`src/rtl/si_pkg.sv`:
```
// Shared definitions for the Space Invaders VGA pipeline.
//
// Contents:
//   SCREEN_WIDTH / SCREEN_HEIGHT : visible raster size in pixels / lines
//   color_t                      : layer code handed to the compositor
//   laser_state_t                : player laser shot state encoding
package si_pkg;

   localparam int SCREEN_WIDTH  = 640;
   localparam int SCREEN_HEIGHT = 480;

   // Layer codes; NONE tells the compositor this layer is transparent here
   typedef enum logic [2:0] {
      BACKGROUND = 3'd0,
      SPACESHIP  = 3'd1,
      ALIENS0    = 3'd2,
      ALIENS1    = 3'd3,
      ALIENS2    = 3'd4,
      ALIENS3    = 3'd5,
      LASER      = 3'd6,
      NONE       = 3'd7
   } color_t;

   typedef enum logic [1:0] {
      IDLE     = 2'd0,
      FLYING   = 2'd1,
      COOLDOWN = 2'd2
   } laser_state_t;

endpackage

```
`src/rtl/player_ship_ctrl_if.sv`:
```
// Player-ship bundle between the raster/input side and the ship block.
//
// Signals:
//   left, right, fire  : player controls (levels)
//   frameStart         : one-clock pulse at start of vertical blanking
//   hPos, vPos         : current pixel column / line
//   laserHit           : collision logic kills the laser (one-clock pulse)
//   gunPosition        : ship centre x
//   laserX, laserY     : laser centre x / top y
//   laserActive        : laser in flight
//   color              : per-pixel layer code for the compositor
// Modports:
//   master : drives controls and raster position, observes ship outputs
//   slave  : the ship block itself
interface player_ship_ctrl_if;
   import si_pkg::*;

   logic       left;
   logic       right;
   logic       fire;
   logic       frameStart;
   logic [9:0] hPos;
   logic [9:0] vPos;
   logic       laserHit;
   logic [9:0] gunPosition;
   logic [9:0] laserX;
   logic [9:0] laserY;
   logic       laserActive;
   color_t     color;

   modport master (
      output left, right, fire, frameStart, hPos, vPos, laserHit,
      input  gunPosition, laserX, laserY, laserActive, color
   );

   modport slave (
      input  left, right, fire, frameStart, hPos, vPos, laserHit,
      output gunPosition, laserX, laserY, laserActive, color
   );

endinterface

```
`src/rtl/player_ship_ctrl_laser_shot.sv`:
```
// Single player laser shot: launch, flight, kill and cooldown.
//
// Ports:
//   clk          : pixel clock
//   reset        : asynchronous active-low reset
//   fire_edge    : rising edge of the fire button (one clock)
//   frame_start  : one-clock pulse per frame
//   laser_hit    : collision kill pulse
//   gun_position : ship centre x, captured as the launch column
//   laser_x      : laser centre x
//   laser_y      : laser top y
//   laser_active : laser in flight
module laser_shot #(
   parameter int LAUNCH_Y        = 428,
   parameter int V_OFFSET        = 10,
   parameter int LASER_SPEED     = 8,
   parameter int COOLDOWN_FRAMES = 4
) (
   input  logic       clk,
   input  logic       reset,
   input  logic       fire_edge,
   input  logic       frame_start,
   input  logic       laser_hit,
   input  logic [9:0] gun_position,
   output logic [9:0] laser_x,
   output logic [9:0] laser_y,
   output logic       laser_active
);
   import si_pkg::*;

   localparam int CD_W = (COOLDOWN_FRAMES > 1) ? $clog2(COOLDOWN_FRAMES + 1) : 1;
   localparam logic [9:0] LAUNCH_Y_V   = 10'(LAUNCH_Y);
   localparam logic [9:0] SPEED_V      = 10'(LASER_SPEED);
   // A shot this close to the top would leave the playfield on its next step
   localparam logic [9:0] EXIT_Y_V     = 10'(V_OFFSET + LASER_SPEED);
   localparam logic [CD_W-1:0] CD_LAST = CD_W'(COOLDOWN_FRAMES - 1);

   laser_state_t    state;
   logic [CD_W-1:0] cooldown_cnt;

   // Shot FSM. Fire edges outside IDLE and hits outside FLYING fall through
   // the case arms untouched, so they are dropped rather than queued.
   // A hit wins over a same-cycle frameStart so a killed shot never moves.
   always_ff @(posedge clk or negedge reset) begin
      if (!reset) begin
         state        <= IDLE;
         cooldown_cnt <= '0;
         laser_x      <= '0;
         laser_y      <= '0;
         laser_active <= 1'b0;
      end else begin
         case (state)
            IDLE: begin
               if (fire_edge) begin
                  state        <= FLYING;
                  laser_x      <= gun_position;
                  laser_y      <= LAUNCH_Y_V;
                  laser_active <= 1'b1;
               end
            end
            FLYING: begin
               if (laser_hit) begin
                  state        <= COOLDOWN;
                  cooldown_cnt <= '0;
                  laser_active <= 1'b0;
               end else if (frame_start) begin
                  if (laser_y < EXIT_Y_V) begin
                     state        <= COOLDOWN;
                     cooldown_cnt <= '0;
                     laser_active <= 1'b0;
                  end else begin
                     laser_y <= laser_y - SPEED_V;
                  end
               end
            end
            COOLDOWN: begin
               if (frame_start) begin
                  if (cooldown_cnt == CD_LAST) begin
                     state        <= IDLE;
                     cooldown_cnt <= '0;
                  end else begin
                     cooldown_cnt <= cooldown_cnt + 1'b1;
                  end
               end
            end
            default: begin
               state        <= IDLE;
               laser_active <= 1'b0;
            end
         endcase
      end
   end

endmodule

```
`src/rtl/player_ship_ctrl.sv`:
```
// Player ship: gun movement, fire edge detection and per-pixel colour.
//
// Ports:
//   clk   : pixel clock
//   reset : asynchronous active-low reset
//   bus   : player_ship_ctrl_if.slave bundle (controls, raster position,
//           laser kill in; gun/laser state and colour code out)
module player_ship_ctrl #(
   parameter int SCREEN_WIDTH    = si_pkg::SCREEN_WIDTH,
   parameter int SCREEN_HEIGHT   = si_pkg::SCREEN_HEIGHT,
   parameter int SHIP_WIDTH      = 60,
   parameter int SHIP_HEIGHT     = 30,
   parameter int H_OFFSET        = 10,
   parameter int V_OFFSET        = 10,
   parameter int STEP            = 20,
   parameter int MOVE_DIV        = 2,
   parameter int RECT_PERCENT    = 15,
   parameter int LASER_LEN       = 12,
   parameter int LASER_SPEED     = 8,
   parameter int COOLDOWN_FRAMES = 4
) (
   input logic                clk,
   input logic                reset,
   player_ship_ctrl_if.slave  bus
);
   import si_pkg::*;

   localparam int PMIN       = H_OFFSET + SHIP_WIDTH / 2;
   localparam int PMAX       = SCREEN_WIDTH - H_OFFSET - SHIP_WIDTH / 2;
   localparam int SHIP_TOP   = SCREEN_HEIGHT - V_OFFSET - SHIP_HEIGHT;
   localparam int RECT_WIDTH = SHIP_WIDTH * RECT_PERCENT / 100;
   localparam int MV_W       = (MOVE_DIV > 1) ? $clog2(MOVE_DIV) : 1;

   // Position arithmetic runs in 11 bits so sums and margins never wrap
   localparam logic [10:0] PMIN_X      = 11'(PMIN);
   localparam logic [10:0] PMAX_X      = 11'(PMAX);
   localparam logic [10:0] STEP_X      = 11'(STEP);
   localparam logic [10:0] HALF_W_X    = 11'(SHIP_WIDTH / 2);
   localparam logic [10:0] HALF_RECT_X = 11'(RECT_WIDTH / 2);
   localparam logic [10:0] TOP_X       = 11'(SHIP_TOP);
   localparam logic [10:0] MID_X       = 11'(SHIP_TOP + SHIP_HEIGHT / 2);
   localparam logic [10:0] BOTTOM_X    = 11'(SHIP_TOP + SHIP_HEIGHT);
   localparam logic [10:0] LEN_X       = 11'(LASER_LEN);
   localparam logic [MV_W-1:0] MV_LAST = MV_W'(MOVE_DIV - 1);

   logic [MV_W-1:0] move_cnt;
   logic            move_ok;
   logic [9:0]      gun_q;
   logic [9:0]      next_gun;
   logic [10:0]     gun_ext;
   logic [10:0]     right_sum;
   logic            fire_d;
   logic            fire_edge;
   logic [9:0]      laser_x;
   logic [9:0]      laser_y;
   logic            laser_active;
   color_t          color_q;
   color_t          color_d;
   logic [10:0]     h_x;
   logic [10:0]     v_x;
   logic [10:0]     lx_x;
   logic [10:0]     ly_x;
   logic            in_laser;
   logic            in_body;
   logic            in_turret;

   assign move_ok   = bus.frameStart && (move_cnt == MV_LAST);
   assign fire_edge = bus.fire && !fire_d;

   // Frame divider: only every MOVE_DIV-th frame offers a move
   always_ff @(posedge clk or negedge reset) begin
      if (!reset) begin
         move_cnt <= '0;
      end else if (bus.frameStart) begin
         move_cnt <= move_ok ? '0 : move_cnt + 1'b1;
      end
   end

   // Next gun position: single-direction requests move by STEP, clamped
   // to the playfield; the left clamp is tested before subtracting
   always_comb begin
      gun_ext   = {1'b0, gun_q};
      right_sum = gun_ext + STEP_X;
      next_gun  = gun_q;
      if (move_ok && bus.right && !bus.left) begin
         next_gun = (right_sum > PMAX_X) ? 10'(PMAX_X) : 10'(right_sum);
      end else if (move_ok && bus.left && !bus.right) begin
         next_gun = (gun_ext < PMIN_X + STEP_X) ? 10'(PMIN_X) : 10'(gun_ext - STEP_X);
      end
   end

   // Gun register and the fire delay used for edge detection
   always_ff @(posedge clk or negedge reset) begin
      if (!reset) begin
         gun_q  <= 10'(SCREEN_WIDTH / 2);
         fire_d <= 1'b0;
      end else begin
         gun_q  <= next_gun;
         fire_d <= bus.fire;
      end
   end

   // The shot captures gun_q, i.e. the position before any same-cycle move
   laser_shot #(
      .LAUNCH_Y        (SHIP_TOP - LASER_LEN),
      .V_OFFSET        (V_OFFSET),
      .LASER_SPEED     (LASER_SPEED),
      .COOLDOWN_FRAMES (COOLDOWN_FRAMES)
   ) u_laser_shot (
      .clk          (clk),
      .reset        (reset),
      .fire_edge    (fire_edge),
      .frame_start  (bus.frameStart),
      .laser_hit    (bus.laserHit),
      .gun_position (gun_q),
      .laser_x      (laser_x),
      .laser_y      (laser_y),
      .laser_active (laser_active)
   );

   // Pixel hit tests on half-open ranges; lower bounds are written as
   // pos + half >= centre so a centre near zero cannot underflow
   always_comb begin
      h_x       = {1'b0, bus.hPos};
      v_x       = {1'b0, bus.vPos};
      lx_x      = {1'b0, laser_x};
      ly_x      = {1'b0, laser_y};
      in_laser  = laser_active &&
                  (h_x + 11'd1 >= lx_x) && (h_x < lx_x + 11'd1) &&
                  (v_x >= ly_x) && (v_x < ly_x + LEN_X);
      in_body   = (h_x + HALF_W_X >= gun_ext) && (h_x < gun_ext + HALF_W_X) &&
                  (v_x >= MID_X) && (v_x < BOTTOM_X);
      in_turret = (h_x + HALF_RECT_X >= gun_ext) && (h_x < gun_ext + HALF_RECT_X) &&
                  (v_x >= TOP_X) && (v_x < MID_X);
      color_d   = NONE;
      if (in_laser) begin
         color_d = LASER;
      end else if (in_body || in_turret) begin
         color_d = SPACESHIP;
      end
   end

   // Colour is registered, so it lags hPos/vPos by one clock
   always_ff @(posedge clk or negedge reset) begin
      if (!reset) begin
         color_q <= NONE;
      end else begin
         color_q <= color_d;
      end
   end

   assign bus.gunPosition = gun_q;
   assign bus.laserX      = laser_x;
   assign bus.laserY      = laser_y;
   assign bus.laserActive = laser_active;
   assign bus.color       = color_q;

endmodule

```
`src/flat_wrapper.sv`:
```
// flat-port wrapper written by rule: the top's interface ports become plain ports
module player_ship_ctrl_flat import si_pkg::*;
#(
   parameter int SCREEN_WIDTH    = si_pkg::SCREEN_WIDTH,
   parameter int SCREEN_HEIGHT   = si_pkg::SCREEN_HEIGHT,
   parameter int SHIP_WIDTH      = 60,
   parameter int SHIP_HEIGHT     = 30,
   parameter int H_OFFSET        = 10,
   parameter int V_OFFSET        = 10,
   parameter int STEP            = 20,
   parameter int MOVE_DIV        = 2,
   parameter int RECT_PERCENT    = 15,
   parameter int LASER_LEN       = 12,
   parameter int LASER_SPEED     = 8,
   parameter int COOLDOWN_FRAMES = 4
)
  (clk, reset, bus_left, bus_right, bus_fire, bus_frameStart, bus_hPos, bus_vPos, bus_laserHit, bus_gunPosition, bus_laserX, bus_laserY, bus_laserActive, bus_color);
  player_ship_ctrl_if bus_i ();
  input logic clk;
  input logic reset;
  input wire logic [$bits(bus_i.left)-1:0] bus_left;
  input wire logic [$bits(bus_i.right)-1:0] bus_right;
  input wire logic [$bits(bus_i.fire)-1:0] bus_fire;
  input wire logic [$bits(bus_i.frameStart)-1:0] bus_frameStart;
  input wire logic [$bits(bus_i.hPos)-1:0] bus_hPos;
  input wire logic [$bits(bus_i.vPos)-1:0] bus_vPos;
  input wire logic [$bits(bus_i.laserHit)-1:0] bus_laserHit;
  output wire logic [$bits(bus_i.gunPosition)-1:0] bus_gunPosition;
  output wire logic [$bits(bus_i.laserX)-1:0] bus_laserX;
  output wire logic [$bits(bus_i.laserY)-1:0] bus_laserY;
  output wire logic [$bits(bus_i.laserActive)-1:0] bus_laserActive;
  output wire logic [$bits(bus_i.color)-1:0] bus_color;
  assign bus_i.left = bus_left;
  assign bus_i.right = bus_right;
  assign bus_i.fire = bus_fire;
  assign bus_i.frameStart = bus_frameStart;
  assign bus_i.hPos = bus_hPos;
  assign bus_i.vPos = bus_vPos;
  assign bus_i.laserHit = bus_laserHit;
  assign bus_gunPosition = bus_i.gunPosition;
  assign bus_laserX = bus_i.laserX;
  assign bus_laserY = bus_i.laserY;
  assign bus_laserActive = bus_i.laserActive;
  assign bus_color = bus_i.color;
  player_ship_ctrl #(.SCREEN_WIDTH(SCREEN_WIDTH), .SCREEN_HEIGHT(SCREEN_HEIGHT), .SHIP_WIDTH(SHIP_WIDTH), .SHIP_HEIGHT(SHIP_HEIGHT), .H_OFFSET(H_OFFSET), .V_OFFSET(V_OFFSET), .STEP(STEP), .MOVE_DIV(MOVE_DIV), .RECT_PERCENT(RECT_PERCENT), .LASER_LEN(LASER_LEN), .LASER_SPEED(LASER_SPEED), .COOLDOWN_FRAMES(COOLDOWN_FRAMES)) u_core (.clk(clk), .reset(reset), .bus(bus_i));
endmodule
```
`config.mk`:
```
export PLATFORM = sky130hd
export DESIGN_NAME = player_ship_ctrl_flat
export DESIGN_NICKNAME = d
export VERILOG_FILES = /design/src/rtl/si_pkg.sv /design/src/rtl/player_ship_ctrl_if.sv /design/src/rtl/player_ship_ctrl_laser_shot.sv /design/src/rtl/player_ship_ctrl.sv /design/src/flat_wrapper.sv
export SDC_FILE = /design/constraint.sdc
export NUM_CORES = 1
export LEC_CHECK = 0
export ABC_CLOCK_PERIOD_IN_PS = 2600
export CORE_MARGIN = 2
export CORE_UTILIZATION = 51
export CTS_CLUSTER_DIAMETER = 200
export CTS_CLUSTER_SIZE = 8
export DETAILED_ROUTE_END_ITERATION = 12
export GPL_ROUTABILITY_DRIVEN = 0
export GPL_TIMING_DRIVEN = 1
export HOLD_SLACK_MARGIN = 0.1
export PLACE_DENSITY = 0.79
export SLEW_MARGIN = 15
export SYNTH_ARGS = -nofsm -noshare
export SYNTH_HDL_FRONTEND = slang
export SYNTH_SLANG_ARGS = --single-unit
export TNS_END_PERCENT = 100
```
`constraint.sdc`:
```
create_clock -name clk -period 2.6 [get_ports clk]
set_input_delay 0.39 -clock clk [delete_from_list [all_inputs] [get_ports clk]]
set_output_delay 0.39 -clock clk [all_outputs]
set_load 0.05 [all_outputs]
```
After elaboration in Yosys (flattened, before gate mapping)
Index checks and enable logic that the tools add are counted.
W data, S select, Z words.
Word-level totals
  word-level logic and storage cells: 107
  input port bits: 27
  bits in registers: 41
  output and inout port bits: 34
Operators by class
  magnitude comparators: 15
  eq/ne operators: 11
  bitwise operators: 1
  mux-type cells: 30
  add/sub/neg operators: 12
  reductions and logical operators: 29
Operators with widths (count)
  $mux W10: 8
  $lt A10 B11 Y1: 4
  $add A10 B5 Y11 const B: 3
  $ge A11 B10 Y1: 3
  $add A10 B1 Y11 const B: 2
  $add A10 B3 Y11 const B: 2
  $mux W3: 7
  $ge A10 B9 Y1 const B: 2
  $lt A10 B9 Y1 const B: 2
  $pmux W10 S2: 1
  $logic_and A1 B1 Y1: 16
  $mux W2: 6
  $add A10 B4 Y11 const B: 1
  $gt A11 B10 Y1 const B: 1
  $ge A10 B10 Y1: 1
  $lt A10 B5 Y1 const B: 1
  $lt A10 B6 Y1 const B: 1
  $ne A2 B2 Y1 const B: 5
  $reduce_and A5 Y1: 2
  $sub A10 B4 Y10 const B: 1
  $sub A10 B5 Y10 const B: 1
  $reduce_and A4 Y1: 2
  $ne A3 B3 Y1 const B: 2
  $pmux W2 S3: 1
  other kinds (15): 23

Longest topological paths before layout
Gate-level depths: netlist of the first run.
  depth in word-level cells: 8
  gate-level depth with buffers: 14
  depth with buffers taken out: 13

By module
From an unflattened synthesis of the first run, not the netlist that was laid out.
Second synthesis, totals
  cells, all modules: 562
  area total of the unflattened synthesis: 4778.3 um^2
Modules (own cells, without submodules)
  player_ship_ctrl: seq. area each 305.3 um^2, area an instance 3618.5 um^2, times used 1, cells each 442
  laser_shot: seq. area each 600.6 um^2, area an instance 1159.9 um^2, times used 1, cells each 120

Worst setup path before layout of the first run
OpenSTA, ideal clock, no wires.
  kind: register to register
  start: register u_core.gun_q[2] (netlist: u_core.bus.gunPosition[2])
  end: register u_core.color_q[1] (netlist: u_core.bus.color[1])
  setup slack: -0.151 ns
  buffers on the path: 1
  arrival time: 2.664 ns
  period minus slack after synthesis: 2.751 ns
  stages on the path, launching flop included: 14
  data required time: 2.513 ns
  setup time: 0.087 ns
  path through: dfrtp_1 -> buf_6 -> inv_1 -> ha_1 -> inv_1 -> o21ai_0 -> nor2_1 -> xnor2_1 -> ha_1 -> o21ai_0 -> a21oi_1 -> o221ai_1 -> and4_1 -> o21ai_0
Between the ends
  cells in the longest elaborated chain, start to end: 8
  elaborated cells between the ends (all ways): 15
  classes of those cells: add/sub (2); order compare (4); mux (2); reduce/logical (7)
Ends and longest elaborated chain
  start, declared: line player_ship_ctrl.sv:48  | logic [9:0] gun_q;
  start signal, assigned: line player_ship_ctrl.sv:95  | gun_q <= 10'(SCREEN_WIDTH / 2);
  start signal, assigned: line player_ship_ctrl.sv:98  | gun_q <= next_gun;
  $add A10 B5 Y11 / $add A10 B3 Y11 (equally long branches): line player_ship_ctrl.sv:131, player_ship_ctrl.sv:133
  $lt A10 B11 Y1 (on tied branches): line player_ship_ctrl.sv:131, player_ship_ctrl.sv:133
  $logic_and A1 B1 Y1 (on tied branches) (2 in series): line player_ship_ctrl.sv:131, player_ship_ctrl.sv:133
  $logic_and A1 B1 Y1 (on tied branches): line player_ship_ctrl.sv:132, player_ship_ctrl.sv:134
  $logic_or A1 B1 Y1 *: line player_ship_ctrl.sv:138  | end else if (in_body || in_turret) begin
  $mux W3 *: line player_ship_ctrl.sv:138
  $mux W3 *: line player_ship_ctrl.sv:136  | if (in_laser) begin
  net u_core.color_d[1]: line player_ship_ctrl.sv:58  | color_t color_d;
  end signal, assigned: line player_ship_ctrl.sv:148  | color_q <= color_d;
  end, declared: line player_ship_ctrl.sv:57  | color_t color_q;
Mark *: on every way through the listed nets, which the timed path passes. The rest lies on a longest branch.
A chain may end at the register's enable or synchronous reset.

Worst setup path after layout of the first run
Same ends and word-level chain as after synthesis.

==> impl_metrics.json, run 1 <==
{
  "status": "finished clean",
  "period_needed_ns": 2.48,
  "syn_to_final_growth_pct": 23.3,
  "grt_antenna_before_repair": 0,
  "p_leak_nw": 2.33,
  "ios": 61,
  "ys_seq_area_share_pct": 19.9,
  "cts_buffers": 5,
  "postCtsSetupRepairBufs": 0,
  "synth.cell_area_mm2": 0.00430,
  "die_x_um": 95.8,
  "start_util_pct": 52.6,
  "routed-wl-met2_um": 5350,
  "min_path_type": "register to register",
  "netlist_instances": 510,
  "worstPathArrival_ns": 2.70,
  "final_util_pct": 64.9,
  "wl_met3_um": 676,
  "grt_usage_pct": 26.0,
  "diodes": 0,
  "first_iter_violations": 392,
  "routedWlPerCell_um": 16.4,
  "grt_max_degree": 35,
  "viasPerCell": 5.93,
  "root_buffer": "clkbuf_8",
  "synth-edff-count": 0,
  "synth_ff_type": "dfrtp_1",
  "placeableCoreArea_mm2": 0.00818,
  "htree_levels": 2,
  "setup_viol": 0,
  "endpoint_kind": "register",
  "ys_async_sr_fraction_pct": 100,
  "die_area_mm2": 0.00918,
  "drv_slew": 0,
  "clk_pin_slew_ns": 0.08,
  "path_class": "register to register",
  "clock_path_buffers": 2,
  "avgSynthCellArea_um2": 8.43,
  "ant_nets": 0,
  "r2r_cells": 10,
  "hold-path-cell-count": 1,
  "grt_setup_unrepaired": "false",
  "peakVddDrop_mv": 0.356,
  "relSlewSlack_pct": 63.3,
  "synth_top_area_share_pct": 23.6,
  "top_layer": "met4",
  "finalNetCount": 703,
  "dieHeight_um": 95.8,
  "cap_violations": 0,
  "clock-sinks": 34,
  "ys_ff_latch": 34,
  "crit_required_ns": 2.83,
  "clock_latency_ns": 0.30,
  "cts_tree": "built",
  "startpoint_type": "register",
  "tightest_slew_ns": 0.549,
  "grt_pass1_vias": 4062,
  "hpwl_um": 9140,
  "drt-total-wl_um": 11400,
  "period_share_pct": 95.3,
  "yosysWarnings": 0,
  "grt_pass1_wl_um": 18800,
  "final-hold-violation-count": 0,
  "worstPathMaxFanout": 7,
  "place_ws_ns": -0.532,
  "num_vias": 4145,
  "yosysTopAreaCell": "ha_1",
  "fill_cells": 654,
  "num_rows": 33,
  "setup_slack_ns": 0.123,
  "first_pass_iters": 5,
  "drive_gt1_share_pct": 13.5,
  "m1WireLength_um": 4950,
  "io_buffers": 54,
  "grt_overflow": 0,
  "fin_hold_ws_ns": 0.502,
  "power_density_mw_per_mm2": 825,
  "synth_area_leaders": "ha_1 24%, dfrtp_1 17%, xnor2_1 7.3%, o21ai_0 4.4%, a21oi_1 3.8%",
  "synth_cell_types": 68,
  "fin_skew_ns": 0.00647,
  "drc": 0,
  "clock.fmax_ghz": 0.404
}
## cells in the mapped netlist, types with 2 or more instances
library cell / n
and4_1: 3
dfrtp_1: 30
xor2_1: 11
a21oi_1: 33
o221ai_1: 2
buf_6: 4
and3_1: 2
a21o_1: 8
o32ai_1: 3
clkbuf_1: 10
or3_1: 2
nor3b_1: 2
xnor2_1: 36
nor4b_1: 3
dfstp_2: 4
inv_1: 41
a211oi_1: 4
o21ai_0: 38
buf_2: 2
o311ai_1: 2
nand2b_1: 5
nor3_1: 9
o21ai_1: 3
nand2_1: 38
ha_1: 81
nor2b_1: 6
a221oi_1: 2
o21a_1: 9
a2111oi_0: 2
a211o_1: 2
nand3_1: 12
nand4_1: 11
o211ai_1: 4
buf_4: 11
o2111ai_1: 6
nor2_1: 33
fa_1: 2
nand4b_1: 4
## what timing repair did
item,4_1_cts,5_1_grt
gates resized for setup,6,8
pin swaps,1,6
setup endpoints to repair,2,5
hold buffers,0,0
gates cloned,0,0
## cell families (layout without fill, tap and decap cells)
family,Yosys count,in the layout,synth area share [%]
and+or+nand+nor,142,142,17.4
other,1,6,0.0872
AOI/OAI and AO/OA,133,133,20.3
buffers and inverters,69,148,7.97
DFF,34,34,19.9
muxes,1,1,0.233
adders and majority gates,83,83,24.5
xor gates and xnor gates,47,47,9.57
## flip-flops by register name (all words and copies together), names as in the netlist
register and cells:
u_core.u_laser_shot.cooldown_cnt 3, u_core.move_cnt 1, u_core.fire_d 1, u_core.u_laser_shot.laser_active 1
u_core.bus.gunPosition 8, u_core.u_laser_shot.laser_x 8, u_core.bus.color 2, u_core.u_laser_shot.state 2
u_core.u_laser_shot.laser_y 8
## path summary, 6_finish.rpt
path | start | to | slack (ns)
setup / recovery | u_core.bus.gunPosition[2] | u_core.bus.color[1] | 0.12
hold / removal | u_core.u_laser_shot.cooldown_cnt[2] | u_core.u_laser_shot.cooldown_cnt[2] | 0.50
setup reg to reg | u_core.bus.gunPosition[2] | u_core.bus.color[1] | 0.12
hold reg to reg | u_core.u_laser_shot.cooldown_cnt[2] | u_core.u_laser_shot.cooldown_cnt[2] | 0.50
max in group asynchronous | reset | u_core.bus.gunPosition[8] | 1.74
min in group asynchronous | reset | u_core.u_laser_shot.laser_y[5] | 0.51
## layout by cell type (no fill, tap or decap), drive strengths merged, types with 3 or more instances in the layout
| cell type | instances |
|---|---|
| nand2b | 5 |
| nand4b | 4 |
| nor4b | 3 |
| a211oi | 4 |
| a221oi | 3 |
| conb | 6 |
| o32ai | 3 |
| a21o | 8 |
| xnor2 | 36 |
| xor2 | 11 |
| inv | 41 |
| o211ai | 4 |
| nor2 | 33 |
| o21a | 9 |
| nand3 | 12 |
| and4 | 3 |
| nand4 | 11 |
| dfstp | 4 |
| ha | 81 |
| o21ai | 42 |
| clkdlybuf4s50 | 51 |
| o311ai | 4 |
| o2111ai | 6 |
| nor3b | 3 |
| buf | 45 |
| clkbuf | 5 |
| dfrtp | 30 |
| nand2 | 38 |
| nor2b | 6 |
| a21oi | 34 |
| nor3 | 10 |
## per-stage QoR
step | cell area, um2 | TNS, ns | power [mW] | instances
after global placement | 5150 | -0.589 | 3.68 | 691
after global routing | 5300 | 0 | 4.72 | 699
after CTS | 5280 | 0 | 4.31 | 699
after floorplan | 4320 | 0 | 2.92 | 515
after detailed placement | 5150 | -0.920 | 3.78 | 691
final | 5300 | 0 | 4.37 | 699
## power breakdown
group / total, mW / switching, mW / internal, mW
Sequential: 0.963 / 0.269 / 0.694
Clock: 0.508 / 0.223 / 0.285
Combinational: 2.90 / 1.74 / 1.16
## metal layers
metal	vias up	global-route usage (%)
met5	-	0
met3	43	4.54
met4	0	12.4
met2	164	43.1
met1	1963	32.6
li1	1975	-
## critical path: stages, from the launching register on
cell and delay [ns]:
dfrtp_2 0.49, ha_1 0.27, nand3_1 0.25, nor2_1 0.21
xnor2_1 0.17, ha_1 0.29, a21o_1 0.16, a21oi_1 0.14
a21oi_1 0.09, a211oi_1 0.23, o21ai_1 0.11
## layout make-up
type | count | area [um2] | share of cell area, %
Clock buffer | 5 | 68.8 | 1.30
Clock inverter | 3 | 45.0 | 0.849
Sequential cell | 34 | 857 | 16.2
Tap cell | 105 | 131 | 2.48
Timing Repair Buffer | 99 | 878 | 16.6
Inverter | 41 | 154 | 2.90
Multi-Input combinational cell | 412 | 3170 | 59.8
(Power assumes the default switching activity.)
==> run 2, diff against run 1 <==
- ABC_CLOCK_PERIOD_IN_PS: 2600 -> 2200
- CELL_PAD_IN_SITES_DETAIL_PLACEMENT: not set -> 0
- CELL_PAD_IN_SITES_GLOBAL_PLACEMENT: not set -> 2
- CORE_UTILIZATION: 51 -> 31
- PLACE_DENSITY: 0.79 -> 0.8
- clock period: 2.6 -> 2.2 ns (I/O delays scaled with it)
==> impl_metrics.json, run 2 (synthesized netlist as in run 1, its figures left out) <==
{
  "dieHeight_um": 122,
  "peakVddDrop_mv": 0.462,
  "final_cell_mix": "106 x buf_4, 73 x ha_1, 41 x clkdlybuf4s50_1",
  "drive_gt1_share_pct": 29.2,
  "place_ws_ns": -0.833,
  "endpoint_kind": "register",
  "internal_power_mw": 3.38,
  "htree_levels": 2,
  "die_x_um": 122,
  "routedWlPerCell_um": 16.0,
  "grt_max_degree": 35,
  "drc": 0,
  "cts_buffers": 5,
  "crit_chain": "ha_2 > nand3_2 > xnor2_1 > ha_1 > or3_1 > o21ai_0 > a21oi_1 > a211oi_1 > o21ai_1",
  "grt_pass1_vias": 4214,
  "slowest_stage": "dfrtp_2",
  "ios": 61,
  "tightest_slew_ns": 0.516,
  "path_class": "register to register",
  "finalNetCount": 764,
  "power_density_mw_per_mm2": 1020,
  "final-hold-violation-count": 0,
  "worstPathMaxFanout": 4,
  "p_clk_share_pct": 15.5,
  "p_comb_share_pct": 67.3,
  "drt-total-wl_um": 13300,
  "fin_skew_ns": 0.00448,
  "die_area_mm2": 0.0148,
  "fin_hold_ws_ns": 0.474,
  "max_stage_delay_ns": 0.41,
  "cap_violations": 0,
  "drv_slew": 0,
  "swShare_pct": 46.5,
  "startpoint_type": "register",
  "io_buffers": 54,
  "relSlewSlack_pct": 65.5,
  "clock.fmax_ghz": 0.457,
  "diodes": 0,
  "p_seq_share_pct": 17.1,
  "num_vias": 4224,
  "crit_required_ns": 2.42,
  "netSwitchingPower_mw": 2.94,
  "grt_overflow": 0,
  "period_needed_ns": 2.19,
  "period_share_pct": 99.4,
  "clock_latency_ns": 0.29,
  "postCtsHoldBufs": 0,
  "clock-sinks": 34,
  "grt_setup_unrepaired": "true",
  "syn_to_final_growth_pct": 44.1,
  "worstPathArrival_ns": 2.40,
  "min_path_type": "primary input to asynchronous set/reset pin",
  "cts_tree": "built",
  "clock_path_buffers": 2,
  "setup_slack_ns": 0.0133,
  "rrSetupSlack_ns": 0.01,
  "viasPerCell": 5.06,
  "hpwl_um": 10600,
  "grt_usage_pct": 18.3,
  "final_common_cell": "buf_4",
  "root_buffer": "clkbuf_16",
  "start_util_pct": 31.3,
  "tns_ns": 0,
  "ant_nets": 0,
  "grt_pass1_wl_um": 21500,
  "status": "finished clean",
  "num_rows": 43,
  "dp.cells": 815,
  "clk_pin_slew_ns": 0.06,
  "fin_cells": 835,
  "p_leak_nw": 2.72,
  "finalPower_mw": 6.32,
  "grt_antenna_before_repair": 0,
  "first_pass_iters": 4,
  "placeableCoreArea_mm2": 0.0137,
  "first_iter_violations": 212,
  "setup_viol": 0
}
## run 2: final cells by class
type                       count  area (um2)
sequential                    34         868
clock buffer                   6         139
fill                        1333        7520
inverter                      41         165
clock inverter                 2        60.1
tap                          180         225
timing repair buffer         160        1350
multi-input combinational    412        3390
## run 2: routing by layer
layer  vias up  GRT usage, %  part of all wire [%]
met5         -             0                     0
met4         0          5.68                   2.3
met3        22          2.15                   4.1
met2       108          30.3                    46
met1      1992          24.8                    48
li1       2102             -                     -
## run 2: timing repair
item,4_1_cts,5_1_grt
pin swaps,9,19
resized for setup,29,43
buffers inserted,5,7
setup endpoints to repair,4,6
## run 2: worst max-delay path: cells and delay by family (launching register included)
kind            cells  cell delay [ns]
compound gates      4             0.55
xor+xnor            1             0.18
fa+ha+maj           2             0.46
flops               1             0.41
simple gates        2             0.51
## run 2: path summary, 6_finish.rpt
path,end,start,cells past startpoint
worst max-delay path,u_core.bus.color[1],u_core.bus.gunPosition[2],9
worst min register to register,u_core.u_laser_shot.cooldown_cnt[2],u_core.u_laser_shot.cooldown_cnt[2],1
min in group clk,u_core.u_laser_shot.cooldown_cnt[2],u_core.u_laser_shot.cooldown_cnt[2],1
worst max register to register,u_core.bus.color[1],u_core.bus.gunPosition[2],9
worst min-delay path,u_core.u_laser_shot.laser_y[6],reset,2
max in group asynchronous,u_core.bus.gunPosition[5],reset,2
## run 2: through the flow
step	util (%)	cell area, um2
after floorplan	-	4410
after global placement	41.4	5680
after detailed placement	41.4	5680
after CTS	43.5	5970
after global routing	45.2	6190
final	45.2	6190
## run 2: power groups by stage
stage | logic [mW] | registers [mW] | clock network, mW
final | 4.26 | 1.08 | 0.981
after global routing | 4.66 | 1.12 | 1.02
after CTS | 3.96 | 1.10 | 1.00
after detailed placement | 3.91 | 1.10 | 0
after global placement | 3.86 | 1.10 | 0
after floorplan | 2.07 | 1.50 | 0
==> run 3, diff against run 2 <==
- SLEW_MARGIN: 15 -> 20
==> results of run 3 <==
No change in the layout: final DEF, timing and power equal those of run 2.
